<file path="config.mk">
export PLATFORM = sky130hd
export DESIGN_NAME = ahblite_uart_slave
export DESIGN_NICKNAME = d
export VERILOG_FILES = /design/src/rtl/ahblite_uart_pkg.sv /design/src/rtl/uart_sync_fifo.sv /design/src/rtl/ahblite_uart_slave.sv
export SDC_FILE = /design/constraint.sdc
export NUM_CORES = 1
export LEC_CHECK = 0
export CAP_MARGIN = 5
export CORE_MARGIN = 2
export CORE_UTILIZATION = 35
export DETAILED_ROUTE_END_ITERATION = 12
export PLACE_DENSITY = 0.73
export SYNTH_ARGS = -nofsm -noshare
export SYNTH_HDL_FRONTEND = slang
export SYNTH_SLANG_ARGS = --single-unit
</file>
<file path="constraint.sdc">
create_clock -name HCLK -period 3 [get_ports HCLK]
set_clock_uncertainty 0.1 [all_clocks]
set_input_delay 0.45 -clock HCLK [delete_from_list [all_inputs] [get_ports HCLK]]
set_output_delay 0.45 -clock HCLK [all_outputs]
set_load 0.01 [all_outputs]
</file>
<file path="src/rtl/ahblite_uart_pkg.sv">
// Shared constants and types for the AHB-Lite UART register window.
package ahblite_uart_pkg;

  // Register offsets, decoded from HADDR[3:2]
  localparam logic [1:0] RX_DATA  = 2'd0;
  localparam logic [1:0] TX_STATE = 2'd1;
  localparam logic [1:0] TX_DATA  = 2'd2;
  localparam logic [1:0] RSVD     = 2'd3;

  // Bit positions inside the TX STATE register
  localparam int ST_TX_FULL     = 0;
  localparam int ST_TX_EMPTY    = 1;
  localparam int ST_RX_OVERRUN  = 2;
  localparam int ST_RX_NONEMPTY = 3;

  // HTRANS encodings
  localparam logic [1:0] HTRANS_IDLE   = 2'b00;
  localparam logic [1:0] HTRANS_BUSY   = 2'b01;
  localparam logic [1:0] HTRANS_NONSEQ = 2'b10;
  localparam logic [1:0] HTRANS_SEQ    = 2'b11;

  // Registered address-phase information carried into the data phase
  typedef struct packed {
    logic       active;
    logic       write;
    logic [1:0] addr;
  } dphase_t;

  // True for the transfer types that carry data (NONSEQ/SEQ)
  function automatic logic is_transfer(input logic [1:0] htrans);
    return (htrans == HTRANS_NONSEQ) || (htrans == HTRANS_SEQ);
  endfunction

endpackage

</file>
<file path="src/rtl/uart_sync_fifo.sv">
// Small single-clock FIFO with a show-ahead head output.
// Push and pop in the same cycle both take effect, even when full;
// a pop while empty is ignored. dout reads 0 while the FIFO is empty.
module uart_sync_fifo
  import ahblite_uart_pkg::*;
#(
  parameter int WIDTH = 8,
  parameter int DEPTH = 4
) (
  input  logic             clk,
  input  logic             rst_n,
  input  logic             push,
  input  logic             pop,
  input  logic [WIDTH-1:0] din,
  output logic [WIDTH-1:0] dout,
  output logic             full,
  output logic             empty
);

  localparam int AW = $clog2(DEPTH);
  localparam int CW = AW + 1;

  logic [WIDTH-1:0] mem [DEPTH];
  logic [AW-1:0]    wr_ptr;
  logic [AW-1:0]    rd_ptr;
  logic [CW-1:0]    count;
  logic             do_push;
  logic             do_pop;

  assign full    = (count == CW'(DEPTH));
  assign empty   = (count == {CW{1'b0}});
  assign do_pop  = pop & ~empty;
  assign do_push = push & (~full | do_pop);

  // Pointer and occupancy bookkeeping; pointers wrap at DEPTH
  always_ff @(posedge clk) begin
    if (!rst_n) begin
      wr_ptr <= {AW{1'b0}};
      rd_ptr <= {AW{1'b0}};
      count  <= {CW{1'b0}};
    end else begin
      if (do_push) wr_ptr <= wr_ptr + AW'(1);
      if (do_pop)  rd_ptr <= rd_ptr + AW'(1);
      case ({do_push, do_pop})
        2'b10:   count <= count + CW'(1);
        2'b01:   count <= count - CW'(1);
        default: count <= count;
      endcase
    end
  end

  // Storage array; contents need no reset because empty gates dout
  always_ff @(posedge clk) begin
    if (do_push) mem[wr_ptr] <= din;
  end

  // Head of queue, forced to zero when nothing is stored
  always_comb begin
    dout = {WIDTH{1'b0}};
    if (empty) begin
      dout = {WIDTH{1'b0}};
    end else begin
      dout = mem[rd_ptr];
    end
  end

endmodule

</file>
<file path="src/rtl/ahblite_uart_slave.sv">
// AHB-Lite responder for the UART register window. Reads of RX DATA pop
// the receive FIFO, writes to TX DATA push the transmit FIFO, and a write
// into a full transmit FIFO is held with wait states until the core pops.
module ahblite_uart_slave
  import ahblite_uart_pkg::*;
#(
  parameter int FIFO_DEPTH = 4
) (
  input  logic        HCLK,
  input  logic        HRESETn,
  input  logic        HSEL,
  input  logic [31:0] HADDR,
  input  logic [1:0]  HTRANS,
  input  logic        HWRITE,
  input  logic [2:0]  HSIZE,
  input  logic [31:0] HWDATA,
  input  logic        HREADY,
  output logic        HREADYOUT,
  output logic [31:0] HRDATA,
  output logic        HRESP,
  output logic [7:0]  tx_data,
  output logic        tx_valid,
  input  logic        tx_ready,
  input  logic [7:0]  rx_data,
  input  logic        rx_valid
);

  dphase_t     dp;
  logic        accept;
  logic        rd_phase;
  logic        tx_wr;
  logic        tx_push;
  logic        tx_pop;
  logic        tx_stall;
  logic        tx_full;
  logic        tx_empty;
  logic        rx_pop;
  logic        rx_full;
  logic        rx_empty;
  logic        rx_drop;
  logic [7:0]  rx_head;
  logic        status_rd_done;
  logic        rx_overrun;
  logic [31:0] status_word;
  logic [31:0] rdata;
  logic        unused_bits;

  // Byte lane 0 only; size and the rest of the address are not decoded
  assign unused_bits = ^{HSIZE, HADDR[31:4], HADDR[1:0], HWDATA[31:8]};

  assign accept   = HSEL & is_transfer(HTRANS) & HREADY;
  assign rd_phase = dp.active & ~dp.write;
  assign tx_wr    = dp.active & dp.write & (dp.addr == TX_DATA);

  // A pop in the stalled cycle frees a slot, so the push can land at
  // the same edge and the wait state ends combinationally.
  assign tx_valid = ~tx_empty;
  assign tx_pop   = tx_valid & tx_ready;
  assign tx_stall = tx_wr & tx_full & ~tx_pop;
  assign tx_push  = tx_wr & ~tx_stall;

  assign HREADYOUT = ~tx_stall;
  assign HRESP     = 1'b0;
  assign HRDATA    = rdata;

  assign rx_pop         = rd_phase & HREADYOUT & (dp.addr == RX_DATA) & ~rx_empty;
  assign rx_drop        = rx_valid & rx_full & ~rx_pop;
  assign status_rd_done = rd_phase & HREADYOUT & (dp.addr == TX_STATE);

  // Capture the address phase; hold it while the bus is stalled
  always_ff @(posedge HCLK) begin
    if (!HRESETn) begin
      dp <= '{active: 1'b0, write: 1'b0, addr: 2'd0};
    end else if (HREADY) begin
      dp.active <= accept;
      dp.write  <= HWRITE;
      dp.addr   <= HADDR[3:2];
    end else begin
      dp <= dp;
    end
  end

  // Sticky overrun flag; a new drop wins over a clearing status read
  always_ff @(posedge HCLK) begin
    if (!HRESETn) begin
      rx_overrun <= 1'b0;
    end else if (rx_drop) begin
      rx_overrun <= 1'b1;
    end else if (status_rd_done) begin
      rx_overrun <= 1'b0;
    end else begin
      rx_overrun <= rx_overrun;
    end
  end

  // Assemble the TX STATE register
  always_comb begin
    status_word                 = 32'd0;
    status_word[ST_TX_FULL]     = tx_full;
    status_word[ST_TX_EMPTY]    = tx_empty;
    status_word[ST_RX_OVERRUN]  = rx_overrun;
    status_word[ST_RX_NONEMPTY] = ~rx_empty;
  end

  // Read data mux, zero outside an active read data phase
  always_comb begin
    rdata = 32'd0;
    if (rd_phase) begin
      case (dp.addr)
        RX_DATA:  rdata = {23'd0, ~rx_empty, rx_head};
        TX_STATE: rdata = status_word;
        default:  rdata = 32'd0;
      endcase
    end else begin
      rdata = 32'd0;
    end
  end

  uart_sync_fifo #(
    .WIDTH (8),
    .DEPTH (FIFO_DEPTH)
  ) u_tx_fifo (
    .clk   (HCLK),
    .rst_n (HRESETn),
    .push  (tx_push),
    .pop   (tx_pop),
    .din   (HWDATA[7:0]),
    .dout  (tx_data),
    .full  (tx_full),
    .empty (tx_empty)
  );

  uart_sync_fifo #(
    .WIDTH (8),
    .DEPTH (FIFO_DEPTH)
  ) u_rx_fifo (
    .clk   (HCLK),
    .rst_n (HRESETn),
    .push  (rx_valid),
    .pop   (rx_pop),
    .din   (rx_data),
    .dout  (rx_head),
    .full  (rx_full),
    .empty (rx_empty)
  );

endmodule

</file>
== After elaboration in Yosys (flattened, before gate mapping) ==
Memories as Yosys holds them, arrays and structs flattened. A register that Yosys moved wholly into a read port is not among the register bits.
Cells that the tools add are included.

* ROM bits: 0
* Output and inout bits: 43
* Memories: 2
* Word-level logic and storage cells: 82
* Bits of input ports: 84
* Latch bits: 0
* Flip-flop bits (word level): 19
* Bits in writable memories: 64

{| class="wikitable"
|+ Memories
! memory !! words !! width !! read ports !! clocked after Yosys merged registers in !! wr ports !! line !! source
|-
| u_rx_fifo.mem || 4 || 8 || 1 || 1 || 1 || uart_sync_fifo.sv:23 || <nowiki>logic [WIDTH-1:0] mem [DEPTH];</nowiki>
|-
| u_tx_fifo.mem || 4 || 8 || 1 || 1 || 1 || uart_sync_fifo.sv:23 ||
|}

* Bitwise gates (word level): 29
* Shift-type cells: 0
* Multiply operators: 0
* Reductions and logical operators: 7
* Muxes and demuxes: 16
* Divide/modulo/power cells: 0
* Add/sub/neg operators: 8
* Order comparisons: 0
* Eq/ne operators: 10

{| class="wikitable"
|+ Operators with widths
! cell !! number
|-
| 32-bit two-way mux || 1
|-
| 1-bit AND || 19
|-
| 9-bit one-hot mux with 2 select lines || 1
|-
| 8-bit two-way mux || 2
|-
| 3-bit one-hot mux with 2 select lines || 2
|-
| 2-bit == test (second input constant) || 5
|-
| 2-bit by 1-bit adder with 2-bit output (second input constant) || 4
|-
| 2-bit two-way mux || 4
|-
| 1-bit inverter || 8
|-
| 3-bit by 1-bit adder with 3-bit output (second input constant) || 2
|-
| 2-bit by 1-bit == test with 1-bit output (second input constant) || 3
|-
| 3-bit == test (second input constant) || 2
|-
| 3-bit logical NOT || 2
|-
| 1-bit two-way mux || 6
|-
| 2-bit nonzero test || 3
|-
| 3-bit by 1-bit subtractor with 3-bit output (second input constant) || 2
|-
| 2-bit logical NOT || 1
|-
| 1-bit OR || 2
|-
| 1-bit logical OR || 1
|}

== Logic depth before layout (Yosys ltp) ==
Gate-level depths: netlist (run 1).

* Word-level depth: 14
* Depth in mapped cells: 10
* Mapped depth without buffers: 9

== Hierarchy ==
From an unflattened synthesis (run 1), not the netlist that was laid out.

* Cells, all modules: 299
* Area, all modules: 4157.7 um2

{| class="wikitable"
|+ By module, submodules not included
! module !! cells an instance !! seq. area each (um2) !! instances !! area an instance (um2)
|-
| uart_sync_fifo || 118 || 1141.1 || 2 || 1809.2
|-
| ahblite_uart_slave || 63 || 100.1 || 1 || 539.3
|}

== Worst setup path after synthesis (run 1) ==
Ideal clock, no wire load.

* Path kind: register -> register
* From: reg dp[0] in the netlist's numbering
* To: reg u_rx_fifo.count[2]
* Buffers on the path: 1
* Clock period less this slack: 2.551 ns
* Setup time: 0.072 ns
* Cell stages (with the launch flop): 10
* Arrival time: 2.380 ns
* Path slack: 0.449 ns
* Cells stage by stage: dfxtp_1 -> or4b_1 -> buf_2 -> nor2_2 -> ha_1 -> inv_1 -> fa_1 -> xor2_1 -> or3_1 -> a21oi_1

* Cells in the longest elaborated chain, start to end: 13
* Elaborated cells between the ends (all ways): 16
* Classes of those cells: eq/ne (3); mux (1); bitwise (10); reduce/logical (2)

{| class="wikitable"
|+ Ends and longest elaborated chain
! item !! line !! source
|-
| start: declaration || ahblite_uart_slave.sv:28 || <nowiki>dphase_t dp;</nowiki>
|-
| start signal: assignment || ahblite_uart_slave.sv:73 || <nowiki>dp <= '{active: 1'b0, write: 1'b0, addr: 2'd0};</nowiki>
|-
| start signal: assignment || ahblite_uart_slave.sv:79 || <nowiki>dp <= dp;</nowiki>
|-
| 2-bit == test || ahblite_uart_slave.sv:53 || <nowiki>assign tx_wr = dp.active & dp.write & (dp.addr == TX_DATA);</nowiki>
|-
| 1-bit AND || ahblite_uart_slave.sv:53 ||
|-
| 1-bit AND (2 in a row) || ahblite_uart_slave.sv:59 || <nowiki>assign tx_stall = tx_wr & tx_full & ~tx_pop;</nowiki>
|-
| 1-bit inverter || ahblite_uart_slave.sv:62 || <nowiki>assign HREADYOUT = ~tx_stall;</nowiki>
|-
| 1-bit AND || ahblite_uart_slave.sv:66 || <nowiki>assign rx_pop = rd_phase & HREADYOUT & (dp.addr == RX_DATA) & ~rx_empty;</nowiki>
|-
| 1-bit AND (*) (2 in a row) || ahblite_uart_slave.sv:66 ||
|-
| 1-bit AND (*) || uart_sync_fifo.sv:32 || <nowiki>assign do_pop = pop & ~empty;</nowiki>
|-
| 1-bit OR || uart_sync_fifo.sv:33 || <nowiki>assign do_push = push & (~full | do_pop);</nowiki>
|-
| 1-bit AND || uart_sync_fifo.sv:33 ||
|-
| 2-bit by 1-bit == test with 1-bit output / 2-bit == test (equally long branches) || uart_sync_fifo.sv:44 || <nowiki>case ({do_push, do_pop})</nowiki>
|-
| 3-bit one-hot mux with 2 select lines / 2-bit nonzero test (equally long branches) || - ||
|-
| end signal: assignment || uart_sync_fifo.sv:45 || <nowiki>2'b10: count <= count + CW'(1);</nowiki>
|-
| end signal: assignment || uart_sync_fifo.sv:46 || <nowiki>2'b01: count <= count - CW'(1);</nowiki>
|-
| end signal: assignment || uart_sync_fifo.sv:47 || <nowiki>default: count <= count;</nowiki>
|-
| end: declaration || uart_sync_fifo.sv:26 || <nowiki>logic [CW-1:0] count;</nowiki>
|}

Mark *: on every way between the ends. The rest lies on a longest branch, timed or not.
A chain may end at the register's enable or synchronous reset.

== Worst setup path after layout (run 1) ==
* From: reg dp[3] in the netlist's numbering
* To: out HRDATA[0]

* Cells in the longest elaborated chain, start to end: 2

{| class="wikitable"
|+ Ends and longest elaborated chain
! item !! line !! source
|-
| 1-bit AND || ahblite_uart_slave.sv:52 || <nowiki>assign rd_phase = dp.active & ~dp.write;</nowiki>
|-
| 32-bit two-way mux || ahblite_uart_slave.sv:108 || <nowiki>if (rd_phase) begin</nowiki>
|-
| end: declaration || ahblite_uart_slave.sv:19 || <nowiki>output logic [31:0] HRDATA,</nowiki>
|}

No other way between the ends.

==> impl_results.md, run 1 <==
* Outcome: finished, final reports clean
* Placed wire-length estimate at between 4 and 5 mm
* Drt wl/cell at 14.3 um
* Kind of critical path: flop to output pin
* ANT nets after route at 0
* Top FF cell, synth: edfxtp_1
* Req. time, crit path at 2450 ps
* Synthesis-to-layout area growth at 19.4%
* Share of layout cells above drive strength 1 at roughly 13%
* #FFs+latches synth at 87
* Final setup fails at 0
* Maximum VDD drop at 298 uV
* Worst Hold Depth at 2
* Core Area at about 0.010 sq mm
* Final max-slew violation count at 0
* Clock Sinks at 87
* Worst skew pair latency at 350 ps
* Kind of end point of the critical path: output pin
* Die Footprint at approximately 0.012 sq mm
* R2R Path End: u_rx_fifo.count[2]
* Die W at approximately 110 um
* Met2 usage at approximately a fifth
* Reg2reg setup slack at between 400 and 500 ps
* Starting Density at between 30% and 40%
* # DRC at 0
* Core Rows at 37
* Gr busiest metal: met2
* Distinct cells, synth at 35
* Max Freq at ~350 MHz
* Synthesized area at roughly 0.0038 sq mm
* CTS buffer count at 9
* Hold worst-path end: u_rx_fifo.wr_ptr[1]
* Peak fanout along the critical path at 8
* Setup tns final at 0 ps
* Hold/Removal Path Class: flop to flop
* CTS Buffer Depth at 2
* First drt pass iteration count at 4
* Reg2reg start: dp[3]
* Vias in the first global route at around 2000
* R2R depth at 9
* Global placer's final weighted congestion at a little under 0.7
* RSZ-0062 raised after global routing: false
* Synth async-reset ratio at 0%
* GRT Util Overall at 11.7%
* CP arrival at between 2000 and 2500 ps
* Final hold violations at 0
* Diode count at 0
* Via count at between 2000 and 2500
* Maxcap violations at 0
* Cell Pwr Density at just over 500 mW/mm^2
* Initial antenna violation count at 0
* Post-synth EDFFs at 64
* Met1 Use GR at between 10 and 15%
* Port buffer count at 44
* Hold_sp: u_rx_fifo.wr_ptr[1]
* Syn avg cell area at approximately 15 sq um
* DR vias/cell at around 4.6
* YS warnings at 0
* Utilization after layout at 43.4%
* Die Height at 108 um
* Wire length of the first global-routing pass at 10.1 mm
* Leakage Power at approximately 1.5 nW
* Final #Nets at around 400
* Slew headroom at 61.6%
* Cells after Synth at approximately 260
* Final worst-path cycle share at 94.7%
* Met3 usage at 3.38%
* CTS tree: done
* # IOs at 127
* Crit path launch type: flop
* Minimum clock period at about 2800 ps
* Initial DRC count at 100
* CTS HTree Levels at 3
* Global route overflow at 0
* Clock Pin Slew Worst Setup and Hold Paths at roughly 90 ps
* Fillers at about 940
* Post-Route WL at about 6.4 mm
* Seq/Total Area, Yosys at about 63%
* CTS Root Cell: clkbuf_8
* Slew @ Worst Pin at about 570 ps
* Pin count of the biggest net entering global routing at 18
==> logic make-up after synthesis <==
| logic type | synth area share, % |
|---|---|
| muxes | 11.4 |
| adders and majority gates | 4.36 |
| DFF | 62.9 |
| other | 0.0990 |
| buffers and inverters | 7.43 |
| and+or+nand+nor | 8.39 |
| AOI/OAI and AO/OA | 4.10 |
| xor gates and xnor gates | 1.39 |
==> cell usage after synthesis, drive strengths merged, types with 2 or more instances <==
cell / number / area share [%]
inv: 17 / 1.7
mux2i: 7 / 1.8
xor2: 6 / 1.4
fa: 2 / 1.1
nand2: 8 / 0.79
nand3: 3 / 0.40
nor3: 2 / 0.26
or3: 3 / 0.50
o31ai: 2 / 0.40
and2: 12 / 2.0
nor3b: 3 / 0.59
ha: 10 / 3.3
buf: 27 / 5.2
nor2b: 8 / 1.3
dfxtp: 23 / 12
nor2: 16 / 1.7
clkbuf: 5 / 0.50
a21oi: 8 / 1.1
a32o: 3 / 0.79
edfxtp: 64 / 51
mux4: 16 / 9.5
o21ai: 3 / 0.40
==> through the flow <==
stage | area, sq um | power [mW] | hold slack, ps | setup slack [ps] | instances
2_1_floorplan | 3870 | 1.47 | 355 | 449 | 282
3_3_place_gp | 4320 | 1.51 | 368 | 405 | 436
3_5_place_dp | 4320 | 1.52 | 393 | 350 | 436
4_1_cts | 4520 | 2.34 | 411 | 121 | 452
5_1_grt | 4520 | 2.40 | 423 | 35.9 | 452
6_report | 4520 | 2.32 | 403 | 160 | 452
==> where the power goes <==
group,switching [mW],internal [mW],total (mW)
Sequential,0.0147,1.32,1.34
Clock,0.436,0.395,0.831
Combinational,0.0831,0.0712,0.154
Total,0.534,1.79,2.32
==> registers in the layout, indices dropped and copies added, names as in the netlist, named ones only <==
name and cells:
rx_overrun 1, u_rx_fifo.wr_ptr 2, u_tx_fifo.count 3, u_rx_fifo.mem 32, u_tx_fifo.mem 32, dp 4, u_tx_fifo.wr_ptr 2, u_rx_fifo.count 3
u_rx_fifo.rd_ptr 2, u_tx_fifo.rd_ptr 2
==> what timing repair did <==
action | in CTS | in global routing
setup endpoints to repair | 2 | 0
hold endpoints to repair | 0 | 0
hold buffers | 0 | 0
buffers inserted | 0 | 0
gates resized for setup | 1 | 0
==> per-layer routing <==
layer / wire [um] / vias to the layer above
met2: 3280 / 56
li1: - / 999
met5: 0 / -
met1: 2750 / 1011
met3: 304 / 10
met4: 102 / 0
==> cell usage in the layout (no fill, tap or decap), drive strengths merged, types with 6 or more instances in the layout <==
master         synthesis  routed
edfxtp                64      64
dfxtp                 23      23
inv                   17      21
clkdlybuf4s50          0      44
xor2                   6       6
nor2b                  8       8
nand2                  8       8
clkbuf                 5       9
mux2i                  7       7
conb                   1      24
ha                    10      10
a21oi                  8       8
nor2                  16      16
mux4                  16      16
buf                   27       6
and2                  12      12
==> critical path, stage by stage (launching register included) <==
cell and delay (ps):
dfxtp_1 380, or4b_4 550, nor2_2 130, buf_4 170, a32o_1 160, clkdlybuf4s50_1 540
==> worst max path at each step <==
stage,slack (ps),endpoint,startpoint,depth (start not counted)
floorplan,450,u_rx_fifo.count[2],dp[0],9
global route,40,HRDATA[7],dp[1],5
detailed placement,350,u_rx_fifo.count[2],dp[1],9
global placement,400,HRDATA[0],dp[1],5
CTS,120,HRDATA[0],dp[3],5
finish,160,HRDATA[0],dp[3],5
==> layout make-up <==
class / instances / area, sq um / share of cell area [%]
clock buffer: 9 / 124 / 2.74
inverter: 18 / 67.6 / 1.49
timing repair buffer: 50 / 485 / 10.7
clock inverter: 7 / 77.6 / 1.72
tap: 136 / 170 / 3.76
multi-input combinational: 145 / 1210 / 26.9
sequential: 87 / 2380 / 52.7
(Power assumes the default switching activity.)
==> inputs of run 2 (changes only) <==
--- a/config.mk
+++ b/config.mk
@@ -7,9 +7,9 @@
 export LEC_CHECK = 0
 export CAP_MARGIN = 5
 export CORE_MARGIN = 2
-export CORE_UTILIZATION = 35
+export CORE_UTILIZATION = 30
 export DETAILED_ROUTE_END_ITERATION = 12
-export PLACE_DENSITY = 0.73
+export PLACE_DENSITY = 0.66
 export SYNTH_ARGS = -nofsm -noshare
 export SYNTH_HDL_FRONTEND = slang
 export SYNTH_SLANG_ARGS = --single-unit
==> constraint.sdc (replaced) <==
create_clock -name HCLK -period 3 [get_ports HCLK]
set_clock_uncertainty 0.1 [all_clocks]
set_input_delay 0.45 -clock HCLK [delete_from_list [all_inputs] [get_ports HCLK]]
set_output_delay 0.45 -clock HCLK [all_outputs]
set_load 0.005 [all_outputs]
==> run 2 against run 1 <==
  * Combinational power down 5%
  * Routed wire length up 2.2%
  * Flip-flop and latch count unchanged
  * Clock-buffer cell count up 1
  * Via count down 0.14%
  * Largest cell class unchanged
  * Sequential power about the same
  * Power up 7.4%
  * Largest power group unchanged
  * Sequential share of layout area down 1.3 points
  * Core utilization down 6.3 points
  * Final cell count up 7.7%
==> impl_results.md, run 2 (synthesis gave the netlist of run 1 again) <==
* Worst skew pair latency at 330 ps (-20 ps)
* CTS tree: done
* Hold_buf cts at 0 (unchanged)
* Top Registers: u_rx_fifo.mem (32), u_tx_fifo.mem (32), dp (4)
* Initial antenna violation count at 0 (unchanged)
* CTS Root Cell: clkbuf_16
* Reg2reg setup slack at 410 ps (-70 ps)
* Most common cell after layout, fill and taps aside: edfxtp_1
* CTS Buffer Depth at 2 (unchanged)
* Core Area at 0.0125 sq mm (+20%)
* Kind of critical path: flop to output pin
* Max Freq at 349 MHz (-1.0%)
* Final worst-path cycle share at 95.6% (+0.98 points)
* R2R Path End: u_rx_fifo.count[2]
* RSZ-0062 raised after global routing: false
* # IOs at 127 (unchanged)
* Maxcap violations at 0 (unchanged)
* Most frequent cells in the layout: 64 x edfxtp_1, 44 x clkdlybuf4s50_1, 24 x conb_1
* Vias in the first global route at 2053 (+0.34%)
* Hold worst-path end: u_rx_fifo.wr_ptr[1]
* Outcome: finished, final reports clean
* Minimum clock period at 2870 ps (+29.5 ps)
* Die W at 116 um (+7.7%)
* Drt wl/cell at 13.5 um (-5.2%)
* Slew headroom at 60.4% (-1.2 points)
* Port buffer count at 44 (unchanged)
* Worst Hold Depth at 2 (unchanged)
* Leakage Power at 1.57 nW (+1.2%)
* Critical-path top delay cell: or4b_4
* Slew @ Worst Pin at 592 ps (+18.0 ps)
* Initial DRC count at 59 (-41%)
* Hold_sp: u_rx_fifo.wr_ptr[1]
* Kind of end point of the critical path: output pin
* R2R depth at 9 (unchanged)
* Hold Slack at 397 ps (-6.46 ps)
* CP arrival at 2320 ps (+30 ps)
* CTS HTree Levels at 3 (unchanged)
* First drt pass iteration count at 4 (unchanged)
* Die Footprint at 0.0135 sq mm (+16%)
* Critical Path, Cell by Cell: or4b_4, nor2_2, buf_4, a32o_1, clkdlybuf4s50_1
* GRT Util Overall at 10.3% (-1.4 points)
* Reg2reg start: dp[0]
* Die Height at 116 um (+7.7%)
* Fillers at 1189 (+27%)
* Clock Pin Slew Worst Setup and Hold Paths at 60 ps (-30 ps)
* Share of layout cells above drive strength 1 at 12.4% (-0.59 points)
* Final hold violations at 0 (unchanged)
* Critical path's top delay family: simple AND/OR/NAND/NOR gates
* Maximum VDD drop at 363 uV (+22%)
* Via count at 2073 (-0.14%)
* CP Buf/Inv Count at 2 (unchanged)
* DR vias/cell at 4.26 (-7.3%)
* CTS buffer count at 9 (unchanged)
* Post-Route WL at 6.58 mm (+2.2%)
* Final max-slew violation count at 0 (unchanged)
* Clock Sinks at 87 (unchanged)
* Hold/Removal Path Class: flop to flop
* ANT nets after route at 0 (unchanged)
* Synthesis-to-layout area growth at 22.3%
* Cell Pwr Density at 538 mW/mm^2 (+4.8%)
* Final #Nets at 406 (-0.25%)
* Placed wire-length estimate at 4.67 mm (+2.9%)
* Total chip power at 2.49 mW (+7.4%)
* Crit path launch type: flop
* Diode count at 0 (unchanged)
* Global placer's final weighted congestion at 0.737 (+6.0%)
* Wire length of the first global-routing pass at 10.3 mm (+1.7%)
* # DRC at 0 (unchanged)
* Core Rows at 41 (+11%)
* Pin count of the biggest net entering global routing at 18 (unchanged)
* CP max stage delay at 640 ps (+90 ps)
* Starting Density at 30.4% (-6.0 points)
* Setup tns final at 0 ps (unchanged)
* Peak fanout along the critical path at 8 (unchanged)
* Global route overflow at 0 (unchanged)
* Final setup fails at 0 (unchanged)
* Req. time, crit path at 2450 ps (about the same)
==> run 2: changes by cell type in the layout (fill, tap and decap cells not counted) <==
cell | previous run | this run
clkinvlp_4 | 1 | 3
buf_4 | 6 | 5
bufinv_16 | 1 | 0
inv_6 | 4 | 2
clkbuf_16 | 0 | 9
clkbuf_1 | 0 | 1
clkbuf_8 | 9 | 0
==> run 2: per-stage QoR <==
stage                     std cells  instance area, sq um  worst slack, ps  utilization (%)
after floorplan                 282                  3870              449                -
after global placement          471                  4350              331             34.9
after detailed placement        471                  4350              293             34.9
after CTS                       487                  4630              105             37.2
after global routing            487                  4630             42.7             37.2
final                           487                  4630              131             37.2
==> run 2: worst reg2reg max path: stages, from the launching register on <==
cell	delay [ps]
dfxtp_1	390
or4b_4	640
a31oi_4	310
inv_1	80
ha_1	220
inv_1	70
fa_1	170
xor2_1	80
or3_1	310
a21oi_1	140
==> run 2: power breakdown <==
group | switching (mW) | total, mW | internal, mW
sequential | 0.0164 | 1.34 | 1.32
combinational | 0.0767 | 0.147 | 0.0700
clock | 0.441 | 1.01 | 0.565
total | 0.534 | 2.49 | 1.96
==> run 2: cell type report <==
class / count / area (sq um) / share of cell area (%)
Multi-Input combinational cell: 145 / 1210 / 26.2
Clock buffer: 10 / 229 / 4.94
Clock inverter: 6 / 45.0 / 0.972
Tap cell: 172 / 215 / 4.65
Inverter: 18 / 67.6 / 1.46
Sequential cell: 87 / 2380 / 51.4
Timing Repair Buffer: 49 / 478 / 10.3
==> run 2: how the worst max path moves through the flow <==
stage               start  cells past startpoint  slack (ps)                  to
finish              dp[0]                      5         130           HRDATA[0]
global route        dp[0]                      5          40           HRDATA[0]
CTS                 dp[0]                      5         100           HRDATA[0]
detailed placement  dp[0]                      9         290  u_rx_fifo.count[2]
global placement    dp[0]                      5         330           HRDATA[0]
floorplan           dp[0]                      9         450  u_rx_fifo.count[2]
==> run 2: routing by layer <==
metal	wire length (um)	track usage [%]	vias up
met2	3370	17.9	55
met1	2830	12.2	1013
met5	0	0	-
met4	129	5.16	0
li1	-	-	994
met3	247	2.02	11
==> run 2: repair_timing <==
action	CTS	global route
resized for setup	1	0
setup endpoints to repair	5	0
buffers inserted	0	0
==> inputs of run 3 (changes only) <==
--- a/config.mk
+++ b/config.mk
@@ -7,9 +7,10 @@
 export LEC_CHECK = 0
 export CAP_MARGIN = 5
 export CORE_MARGIN = 2
-export CORE_UTILIZATION = 30
+export CORE_UTILIZATION = 46
 export DETAILED_ROUTE_END_ITERATION = 12
-export PLACE_DENSITY = 0.66
+export GPL_TIMING_DRIVEN = 1
+export PLACE_DENSITY = 0.9
 export SYNTH_ARGS = -nofsm -noshare
 export SYNTH_HDL_FRONTEND = slang
 export SYNTH_SLANG_ARGS = --single-unit
==> run 3 against run 2 <==
  * Maximum frequency rose by 2.1%
  * Final area shrank 3.7%
  * Die area shrank 34%
  * Via count rose by 2.9%
  * Flip-flop and latch count unchanged
  * Setup slack better by 60 ps
  * Clock power down 28%
  * Critical path type unchanged
  * Critical endpoint is now HRDATA[6]
==> impl_results.md, run 3 (synthesis gave the netlist of run 1 again) <==
* Synthesis-to-layout area growth at 17.8%
* Clock Pin Slew Worst Setup and Hold Paths at 90 ps (+30 ps)
* Clock share of power at 33.0% (-7.4 points)
* CTS Root Cell: clkbuf_8
* Crit path launch type: flop
* GRT Util Overall at 15.9% (+5.6 points)
* CP arrival at 2260 ps (-60 ps)
* Max Freq at 356 MHz (+2.1%)
* Clock Sinks at 87 (unchanged)
* Pin count of the biggest net entering global routing at 18 (unchanged)
* Die Height at 94.8 um (-19%)
* Slew headroom at 58.5% (-2.0 points)
* Drt wl/cell at 15.8 um (+17%)
* Global route overflow at 0 (unchanged)
* Worst skew pair latency at 350 ps (+20 ps)
* Leakage Power at 1.54 nW (-2.0%)
* Share of power burned in registers at 60.2% (+6.5 points)
* Port buffer count at 44 (unchanged)
* Switching Share at 23.4% (+1.9 points)
* Maximum VDD drop at 254 uV (-30%)
* Setup tns final at 0 ps (unchanged)
* Diode count at 0 (unchanged)
* CTS HTree Levels at 3 (unchanged)
* Initial DRC count at 168 (+180%)
* Final hold violations at 0 (unchanged)
* Maxcap violations at 0 (unchanged)
* Fillers at 655 (-45%)
* RSZ-0062 raised after global routing: false
* Wire length of the first global-routing pass at 10.5 mm (+1.5%)
* Final worst-path cycle share at 93.6% (-2.0 points)
* Post-Route WL at 6.67 mm (+1.4%)
* Cell internal pwr at 1.70 mW (-13%)
* Comb power frac at 6.8% (+0.9 points)
* Most common cell after layout, fill and taps aside: edfxtp_1
* DR vias/cell at 5.07 (+19%)
* Outcome: finished, final reports clean
* CTS tree: done
* Starting Density at 46.8% (+16 points)
* Final setup fails at 0 (unchanged)
* ANT nets after route at 0 (unchanged)
* Slew @ Worst Pin at 622 ps (+29.6 ps)
* CTS buffer count at 9 (unchanged)
* Hold Slack at 393 ps (-4.00 ps)
* Vias in the first global route at 2196 (+7.0%)
* Final #Nets at 407 (+0.25%)
* Final max-slew violation count at 0 (unchanged)
* First drt pass iteration count at 4 (unchanged)
* Core Area at 0.00809 sq mm (-35%)
* # DRC at 0 (unchanged)
* Kind of end point of the critical path: output pin
* Die Footprint at 0.00898 sq mm (-34%)
* Global placer's final weighted congestion at 0.788 (+7.0%)
* CTS Buffer Depth at 2 (unchanged)
* Placed wire-length estimate at 4.75 mm (+1.7%)
* Most frequent cells in the layout: 64 x edfxtp_1, 44 x clkdlybuf4s50_1, 24 x conb_1
* Peak fanout along the critical path at 8 (unchanged)
* Share of layout cells above drive strength 1 at 13.0% (+0.59 points)
* Via count at 2133 (+2.9%)
* Die W at 94.8 um (-19%)
* Minimum clock period at 2810 ps (-59.8 ps)
* Hold/Removal Path Class: flop to flop
* Cell Pwr Density at 498 mW/mm^2 (-7.5%)
* NetSw at 0.519 mW (-2.9%)
* Post CTS Setup Buffer Count at 0 (unchanged)
* Hold_buf cts at 0 (unchanged)
* Kind of critical path: flop to output pin
* # IOs at 127 (unchanged)
* Top Registers: u_rx_fifo.mem (32), u_tx_fifo.mem (32), dp (4)
* Initial antenna violation count at 0 (unchanged)
* Req. time, crit path at 2450 ps (about the same)
* Core Rows at 33 (-20%)
## run 3: cell types whose count changed in the layout (fill, tap and decap cells not counted)
| cell | previous run | this run |
|---|---|---|
| buf_4 | 5 | 6 |
| clkbuf_16 | 9 | 0 |
| clkbuf_1 | 1 | 0 |
| clkinv_2 | 1 | 0 |
| dfxtp_2 | 0 | 1 |
| dfxtp_1 | 23 | 22 |
| clkinv_4 | 0 | 2 |
| clkinv_1 | 1 | 2 |
| clkbuf_8 | 0 | 9 |
| clkinvlp_4 | 3 | 1 |
| inv_6 | 2 | 3 |
## run 3: metal layers
metal  vias up  track usage, %  wire [um]
met5         -               0          0
met4         0            7.85        136
met3        12            2.95        339
met2        71            28.4       3580
met1      1054            18.2       2610
li1        996               -          -
## run 3: metrics by stage
stage / cells / util (%) / setup slack, ps / area [sq um] / power, mW
3_3_place_gp: 405 / 52.9 / 454 / 4280 / 1.50
2_1_floorplan: 282 / - / 449 / 3870 / 1.46
5_1_grt: 421 / 55.1 / 99.0 / 4460 / 2.30
3_5_place_dp: 405 / 52.9 / 365 / 4280 / 1.51
4_1_cts: 421 / 55.1 / 34.5 / 4460 / 2.24
6_report: 421 / 55.1 / 191 / 4460 / 2.22
## run 3: worst max-delay path, cell delays in order (launching register included)
cell             delay (ps)
dfxtp_1                 350
or4b_4                  600
nor2_2                  140
buf_4                   160
and2_1                  150
clkdlybuf4s50_1         510
## run 3: power by group through the flow
| stage | Combinational, mW | Clock [mW] | Sequential (mW) |
|---|---|---|---|
| CTS | 0.150 | 0.750 | 1.34 |
| global route | 0.168 | 0.792 | 1.34 |
| global placement | 0.140 | 0 | 1.36 |
| floorplan | 0.101 | 0 | 1.36 |
| detailed placement | 0.149 | 0 | 1.37 |
| finish | 0.151 | 0.732 | 1.34 |
## run 3: path summary, 6_finish.rpt
check / startpoint / to / slack (ps) / depth (start not counted)
worst max register to register: dp[1] / u_rx_fifo.count[2] / 470 / 9
worst min register to register: u_rx_fifo.rd_ptr[1] / u_rx_fifo.rd_ptr[1] / 390 / 2
worst min-delay path: u_rx_fifo.rd_ptr[1] / u_rx_fifo.rd_ptr[1] / 390 / 2
worst max-delay path: dp[1] / HRDATA[6] / 190 / 5
## run 3: final cells by class
type | count | area (sq um) | share of cell area (%)
inverter | 18 | 67.6 | 1.51
timing repair buffer | 50 | 485 | 10.9
clock inverter | 7 | 55.1 | 1.23
sequential | 87 | 2380 | 53.4
multi-input combinational | 145 | 1210 | 27.2
clock buffer | 9 | 124 | 2.78
tap | 105 | 131 | 2.94
## run 3: repair_timing
item | 4_1_cts | 5_1_grt
endpoints found under the hold margin | 0 | 0
resized for setup | 0 | 2
endpoints found under the setup margin | 0 | 7
